File: config.mk
export PLATFORM = sky130hd
export DESIGN_NAME = vend_sequencer
export DESIGN_NICKNAME = d
export VERILOG_FILES = /design/src/rtl/vend_pkg.sv /design/src/rtl/vend_change_picker.sv /design/src/rtl/vend_sequencer.sv
export SDC_FILE = /design/constraint.sdc
export NUM_CORES = 1
export LEC_CHECK = 0
export CORE_MARGIN = 10
export CORE_UTILIZATION = 58
export DETAILED_ROUTE_END_ITERATION = 16
export PLACE_DENSITY = 0.86
export SYNTH_ARGS = -nofsm -noshare
export SYNTH_HDL_FRONTEND = slang
export SYNTH_SLANG_ARGS = --single-unit
File: constraint.sdc
create_clock -name clk_i -period 4.8 [get_ports clk_i]
set_input_delay 0.96 -clock clk_i [delete_from_list [all_inputs] [get_ports clk_i]]
set_output_delay 0.96 -clock clk_i [all_outputs]
set_load 0.01 [all_outputs]
File: src/rtl/vend_pkg.sv
// vend_pkg: shared FSM states, coin values and coin summing for the vending sequencer.
package vend_pkg;
    typedef enum logic [1:0] {COLLECT, VEND, CHANGE} state_e;
    localparam logic [3:0] COIN1 = 4'd1;
    localparam logic [3:0] COIN2 = 4'd2;
    localparam logic [3:0] COIN5 = 4'd5;
    function automatic logic [3:0] coin_sum(input logic r1, input logic r2, input logic r5);
        return (r1 ? COIN1 : 4'd0) + (r2 ? COIN2 : 4'd0) + (r5 ? COIN5 : 4'd0);
    endfunction
endpackage

File: src/rtl/vend_change_picker.sv
// vend_change_picker: greedy choice of the next change coin for the remaining credit.
module vend_change_picker
    import vend_pkg::*;
#(
    parameter int CREDIT_W = 6
) (
    input  logic [CREDIT_W-1:0] credit_i,
    output logic                pick5_o,
    output logic                pick2_o,
    output logic                pick1_o,
    output logic [3:0]          value_o
);
    assign pick5_o = credit_i >= CREDIT_W'(COIN5);
    assign pick2_o = !pick5_o && credit_i >= CREDIT_W'(COIN2);
    assign pick1_o = !pick5_o && !pick2_o;
    assign value_o = pick5_o ? COIN5 : pick2_o ? COIN2 : COIN1;
endmodule

File: src/rtl/vend_sequencer.sv
// vend_sequencer: coin credit accumulation, item vend and greedy change/refund payout.
module vend_sequencer
    import vend_pkg::*;
#(
    parameter int PRICE0     = 10,
    parameter int PRICE1     = 12,
    parameter int PRICE2     = 15,
    parameter int PRICE3     = 20,
    parameter int CREDIT_W   = 6,
    parameter int MAX_CREDIT = 30
) (
    input  logic                clk_i,
    input  logic                reset_i,
    input  logic                rupee1_i,
    input  logic                rupee2_i,
    input  logic                rupee5_i,
    input  logic                sel_valid_i,
    input  logic [1:0]          sel_item_i,
    input  logic                cancel_i,
    input  logic                return_ready_i,
    output logic                dispense_o,
    output logic [1:0]          item_out_o,
    output logic                ret1_o,
    output logic                ret2_o,
    output logic                ret5_o,
    output logic                coin_reject_o,
    output logic                sel_denied_o,
    output logic [CREDIT_W-1:0] credit_o,
    output logic                busy_o
);
    function automatic logic [CREDIT_W-1:0] price(input logic [1:0] i);
        return i == 2'd0 ? CREDIT_W'(PRICE0) : i == 2'd1 ? CREDIT_W'(PRICE1) :
               i == 2'd2 ? CREDIT_W'(PRICE2) : CREDIT_W'(PRICE3);
    endfunction

    state_e              state_q;
    logic [CREDIT_W-1:0] credit_q;
    logic [1:0]          item_q;
    logic                coin_reject_q;
    logic                sel_denied_q;
    logic [3:0]          coins;
    logic [CREDIT_W:0]   sum_w;
    logic                over;
    logic                afford;
    logic                cancel_take;
    logic [CREDIT_W-1:0] vend_left;
    logic                pick5;
    logic                pick2;
    logic                pick1;
    logic [3:0]          coin_val;
    logic                pay;

    vend_change_picker #(.CREDIT_W(CREDIT_W)) u_picker (
        .credit_i (credit_q),
        .pick5_o  (pick5),
        .pick2_o  (pick2),
        .pick1_o  (pick1),
        .value_o  (coin_val)
    );

    // sum carries one extra bit so an overflowing coin burst is still detected
    assign coins       = coin_sum(rupee1_i, rupee2_i, rupee5_i);
    assign sum_w       = {1'b0, credit_q} + (CREDIT_W+1)'(coins);
    assign over        = sum_w > (CREDIT_W+1)'(MAX_CREDIT);
    assign afford      = credit_q >= price(sel_item_i);
    assign cancel_take = cancel_i && credit_q != '0;
    assign vend_left   = credit_q - price(item_q);
    assign pay         = state_q == CHANGE && return_ready_i;

    always_ff @(posedge clk_i or posedge reset_i) begin
        if (reset_i) begin
            state_q       <= COLLECT;
            credit_q      <= '0;
            item_q        <= '0;
            coin_reject_q <= 1'b0;
            sel_denied_q  <= 1'b0;
        end else begin
            coin_reject_q <= coins != 4'd0 && (state_q != COLLECT || over);
            sel_denied_q  <= state_q == COLLECT && !cancel_take && sel_valid_i && !afford;
            case (state_q)
                COLLECT: begin
                    if (!over) credit_q <= sum_w[CREDIT_W-1:0];
                    if (cancel_take) state_q <= CHANGE;
                    else if (sel_valid_i && afford) begin
                        state_q <= VEND;
                        item_q  <= sel_item_i;
                    end
                end
                VEND: begin
                    credit_q <= vend_left;
                    state_q  <= vend_left != '0 ? CHANGE : COLLECT;
                end
                CHANGE: if (return_ready_i) begin
                    credit_q <= credit_q - CREDIT_W'(coin_val);
                    if (credit_q == CREDIT_W'(coin_val)) state_q <= COLLECT;
                end
                default: state_q <= COLLECT;
            endcase
        end
    end

    assign dispense_o    = state_q == VEND;
    assign item_out_o    = dispense_o ? item_q : 2'd0;
    assign ret5_o        = pay && pick5;
    assign ret2_o        = pay && pick2;
    assign ret1_o        = pay && pick1;
    assign coin_reject_o = coin_reject_q;
    assign sel_denied_o  = sel_denied_q;
    assign credit_o      = credit_q;
    assign busy_o        = state_q != COLLECT;
endmodule

==> results of run 1 <==
-- flip-flops by register name, indices dropped and copies added (netlist names) --
signal,count
sel_denied_o,1
state_q,2
item_q,2
credit_o,6
coin_reject_o,1
-- final timing paths --
path,startpoint,endpoint,slack (ns),depth (start not counted)
worst min register to register,state_q[0],state_q[0],0.59,2
max in group asynchronous,reset_i,item_q[1],3.47,2
worst min-delay path,state_q[0],state_q[0],0.59,2
worst max register to register,credit_o[5],credit_o[4],1.75,10
worst max-delay path,rupee5_i,credit_o[3],1.11,11
min in group asynchronous,reset_i,coin_reject_o,0.99,2
-- power groups by stage --
| stage | logic [uW] | clock network, uW | registers, uW |
|---|---|---|---|
| after global routing | 1260 | 89.6 | 260 |
| after detailed placement | 1100 | 0 | 253 |
| after floorplan | 811 | 0 | 229 |
| final | 1130 | 84.8 | 253 |
| after CTS | 1120 | 85.2 | 250 |
| after global placement | 1060 | 0 | 250 |
-- layer usage --
layer  global-route usage [%]  up-vias
met4                     5.16        0
met3                     4.82       17
met2                     30.4       58
li1                         -      713
met1                     18.1      702
met5                        0        -
-- per-stage QoR --
stage | worst slack [ns] | area, um2 | util (%) | total power (uW) | cells
floorplan | 1.48 | 1520 | - | 1040 | 180
global placement | 0.938 | 1790 | 71.5 | 1310 | 231
finish | 1.11 | 1820 | 73.0 | 1470 | 235
global route | 0.934 | 1820 | 73.0 | 1610 | 235
detailed placement | 0.829 | 1790 | 71.5 | 1350 | 231
CTS | 1.12 | 1820 | 73.0 | 1450 | 235
-- cells in the final DEF, fill, tap and decap left out, drive strengths merged, types with 3 or more instances in the layout --
cell type / instances
a21oi: 14
xor2: 6
mux2: 3
nor2b: 4
o21ai: 11
xnor2: 4
ha: 22
clkdlybuf4s50: 24
o221ai: 3
nor2: 14
mux2i: 4
dfrtp: 12
nand2: 8
nand3: 8
fa: 3
clkbuf: 4
inv: 21
or3: 4
-- worst max-delay path, stage by stage --
cell and delay (ns):
clkdlybuf4s50_1 0.45, ha_1 0.21, ha_1 0.32, inv_1 0.06
fa_1 0.41, nand2b_1 0.16, o2bb2ai_1 0.20, xnor2_1 0.20
a32oi_2 0.16, o21ai_2 0.35, mux2_2 0.38
-- final cells by class --
| class | instances | area share, % |
|---|---|---|
| multi-input cells | 144 | 62.0 |
| inverters | 21 | 4.32 |
| flip-flops and latches | 12 | 16.5 |
| repair buffers | 24 | 13.2 |
| well taps | 30 | 2.06 |
| clock buffers | 4 | 1.99 |
-- kinds of logic (layout without fill, tap and decap cells) --
kind of cell	count (synthesis)	after routing	synth area share (%)
and+or+nand+nor	52	52	17.8
AOI/OAI and AO/OA	50	50	23.9
adders and majority gates	25	25	22.0
buffers and inverters	24	49	5.92
DFF	12	12	19.7
xor gates and xnor gates	10	10	5.76
muxes	7	7	4.85
==> results.yml, run 1 <==
run_status:
  status: "complete, no violations"
cells_and_area:
  multiInputGateArea_mm2: 0.00113
  area_delta_synth_final_pct: 19.9
  seq_area_um2: 300
  antenna_cells: 0
  fill_cells: 186
  drive_above_1_share_pct: 7.32
  final_nets: 241
timing:
  drv_slew: 0
  tightest_slew_ns: 0.607
  fin_crit_ns: 3.69
  rsz0062_at_grt: "no"
  finalSetupTns_ns: 0
  period_share_pct: 76.9
  skew_ns: 0.00587
  fmax_mhz: 271
  setup_violations: 0
  hold-worst-slack_ns: 0.586
  slew-limit-headroom_pct: 59.1
  hold_violations: 0
pwr:
  leakage_uw: 0.000840
  vdd.ir_drop.worst_mv: 0.508
  p_int_uw: 708
  share_comb_of_total_power_pct: 77.0
  power_frac_clock_pct: 5.8
  p_per_area_mw_per_mm2: 805
  switching_share_pct: 51.8
  power_switching_uw: 761
  power.share.sequential_pct: 17.2
placed_design:
  gp_congestion: 0.970
  numPortBuffers: 24
  dpl.hpwl_um: 3360
worst_setup_path:
  crit_path_end_kind: "register"
  cp.required_ns: 4.97
  criticalPathCategory: "input port to register"
  cp.arrival_ns: 3.87
  startpoint_type: "input port"
  cp_max_fo: 6
logic_synthesis:
  ys_top_cells_by_count: "ha_1 (22), inv_1 (21), a21oi_1 (14), nor2_1 (14), dfrtp_1 (12)"
  synth_top_area_share_pct: 19.7
  yosysTopAreaCell: "dfrtp_1"
  synthesis.nets: 215
  ys_seq_elements: 12
  postSynthAreaPerCell_um2: 8.45
  synthCells: 180
  ys_types: 48
  ys_async_sr_fraction_pct: 100
  synth_edf_count: 0
  synth_area_mm2: 0.00152
  synth_flop_cell: "dfrtp_1"
  yosysSeqAreaShare_pct: 19.7
  yosys-top-cells-area: "dfrtp_1 (20%), ha_1 (18%), inv_1 (5.2%), a21oi_1 (4.6%), fa_1 (3.9%)"
  ys_warn_count: 0
  synth.most_common_cell: "ha_1"
floorplan:
  core_mm2: 0.00250
  fp.dieH_um: 71.2
  dieArea_mm2: 0.00507
  initial_core_util_pct: 60.9
  placementRows: 18
  die_w_um: 71.2
  num_io_pins: 25
clocking:
  post_cts_buffers: 0
  cts_sinks: 12
  cts_resized: 0
  clk_latency_ns: 0.28
  cts_buffers: 3
  ctsHtreeMaxLevel: 1
  clock_path_buffers: 2
  root_buffer: "clkbuf_4"
  clk_pin_slew_ns: 0.09
  cts_hold_buf: 0
  cts_tree: "yes"
global_route:
  grtUsageTotal_pct: 16.7
  grt_pass1_vias: 1536
  antenna_found_initial: 0
  grt_max_degree: 15
  grt_pass1_wl_um: 7190
  overflow: 0
drt:
  drcViolationCount: 0
  dr_wl_met3_um: 281
  ant_nets: 0
  wl_met1_um: 1680
  drt_iter0_drc: 130
  vias: 1490
  drt_wl_total_um: 4220
  dr.pass1.iters: 4
  highest_layer: "met4"
  routed_via_density: 6.34
  wl_per_cell_um: 17.9
  wl_met2_um: 2120
worst_hold_path:
  hold_path.class: "register to register"
job:
  drv_cap: 0
No activity file was read; power rests on OpenSTA's default activity.
==> inputs of run 2 (changes only) <==
--- a/config.mk
+++ b/config.mk
@@ -6,9 +6,9 @@
 export NUM_CORES = 1
 export LEC_CHECK = 0
 export CORE_MARGIN = 10
-export CORE_UTILIZATION = 58
+export CORE_UTILIZATION = 49
 export DETAILED_ROUTE_END_ITERATION = 16
-export PLACE_DENSITY = 0.86
+export PLACE_DENSITY = 0.77
 export SYNTH_ARGS = -nofsm -noshare
 export SYNTH_HDL_FRONTEND = slang
 export SYNTH_SLANG_ARGS = --single-unit
==> constraint.sdc (replaced) <==
create_clock -name clk_i -period 3.3 [get_ports clk_i]
set_input_delay 0.66 -clock clk_i [delete_from_list [all_inputs] [get_ports clk_i]]
set_output_delay 0.66 -clock clk_i [all_outputs]
set_load 0.01 [all_outputs]
==> run 2 against run 1 <==
Net effect: non-clock buffer count increased by 7; wire length fell by 0.95%; total power rose by 49%; clock skew down 0.0022 ns; die area increased by 13%; critical path depth is the same; register-to-register slack got worse by 1.3 ns; global-route usage shrank 0.80 points; cell count rose by 4.3%; clock-buffer cell count unchanged; clock power up 51%; critical path type unchanged; largest power group unchanged.
==> results.yml, run 2 (same netlist as run 1, synthesis figures left out) <==
run_status:
  status: "complete, no violations"
floorplan:
  initial_core_util_pct: 50.7
  placementRows: 20
  fp.dieH_um: 75.7
  dieArea_mm2: 0.00573
  core_mm2: 0.00300
  num_io_pins: 25
  die_w_um: 75.7
cells_and_area:
  area_delta_synth_final_pct: 23.6
  final_cell_mix: "clkdlybuf4s50_1 (24), ha_1 (22), inv_1 (21)"
  fill_cells: 290
  seq_area_um2: 300
  final_nets: 248
  multiInputGateArea_mm2: 0.00113
  largest_reg_flops: 6
  drive_above_1_share_pct: 10.4
  layout.cells.non_filler: 245
  antenna_cells: 0
  final_util_pct: 62.6
  final_common_cell: "clkdlybuf4s50_1"
clocking:
  cts_resized: 0
  cts_sinks: 12
  post_cts_buffers: 0
  clk_pin_slew_ns: 0.08
  cts_hold_buf: 0
  root_buffer: "clkbuf_4"
  cts_buffers: 3
  clk_latency_ns: 0.29
  clock_path_buffers: 2
  cts_tree: "yes"
  ctsHtreeMaxLevel: 1
global_route:
  grt_max_degree: 15
  grt_pass1_wl_um: 7060
  overflow: 0
  grtUsageTotal_pct: 15.9
  grt_pass1_vias: 1562
  antenna_found_initial: 0
timing:
  drv_slew: 0
  skew_ns: 0.00365
  fmax_mhz: 322
  period_share_pct: 94.1
  setup_violations: 0
  layout_setup_ws_ns: 0.193
  finalSetupTns_ns: 0
  fin_crit_ns: 3.11
  rsz0062_at_grt: "no"
  tightest_slew_ns: 0.514
  hold_violations: 0
  slew-limit-headroom_pct: 65.7
drt:
  routed_via_density: 6.09
  drcViolationCount: 0
  dr.pass1.iters: 4
  ant_nets: 0
  wl_per_cell_um: 17.0
  drt_wl_total_um: 4180
  drt_iter0_drc: 102
  vias: 1492
placed_design:
  gp_congestion: 0.934
  numPortBuffers: 24
  place_ws_ns: -0.110
  dp_cells: 241
  dpl.hpwl_um: 3400
worst_setup_path:
  cp.arrival_ns: 3.29
  cp.required_ns: 3.48
  cp_max_fo: 5
  criticalPathCategory: "input port to register"
  crit_path_end_kind: "register"
  startpoint_type: "input port"
pwr:
  p_per_area_mw_per_mm2: 1160
  vdd.ir_drop.worst_mv: 0.524
  leakage_uw: 0.000873
job:
  drv_cap: 0
worst_hold_path:
  hold_path.class: "register to register"
-- run 2: changes by cell type in the layout (fill, tap and decap cells not counted), sizes merged --
cell	change
buf	+7
-- run 2: final cells by class --
type	instances	share of cell area (%)
Clock buffer	4	1.93
Inverter	21	4.19
Multi-Input combinational cell	144	60.1
Sequential cell	12	16.0
Tap cell	33	2.20
Timing Repair Buffer	31	15.6
-- run 2: worst paths after layout --
| path | start | endpoint | slack [ns] | cells past startpoint |
|---|---|---|---|---|
| setup / recovery | rupee5_i | credit_o[5] | 0.19 | 11 |
| hold / removal | state_q[0] | state_q[0] | 0.58 | 2 |
| setup reg to reg | credit_o[5] | credit_o[5] | 0.43 | 10 |
| hold reg to reg | state_q[0] | state_q[0] | 0.58 | 2 |
| max in group asynchronous | reset_i | credit_o[4] | 2.27 | 2 |
| min in group asynchronous | reset_i | item_q[1] | 0.69 | 2 |
-- run 2: per-stage QoR --
stage / hold slack [ns] / total power, uW / instance area, um2
floorplan: 0.519 / 1510 / 1520
global placement: 0.559 / 1960 / 1840
detailed placement: 0.557 / 2030 / 1840
CTS: 0.577 / 2170 / 1880
global route: 0.613 / 2390 / 1880
finish: 0.577 / 2180 / 1880
-- run 2: layer usage --
metal	global-route usage [%]	part of all wire, %
met1	17.3	40
met2	28.4	49
met3	2.99	7.2
met4	8.66	3.9
met5	0	0
-- run 2: worst max-delay path, cell delays in order --
cell and delay, ns:
clkdlybuf4s50_1 0.43, ha_1 0.21, ha_1 0.31, ha_1 0.28, a21oi_1 0.22, o22ai_1 0.18, or2_2 0.31, a32oi_2 0.25
o21ai_2 0.09, buf_4 0.17, o22a_1 0.17
-- run 2: report_power, final --
part,leakage (uW),internal (uW),switching (uW)
logic,0.000709,796,969
registers,0.000143,222,68.4
clock network,0.0000210,67.3,61.1
total,0.000873,1080,1100
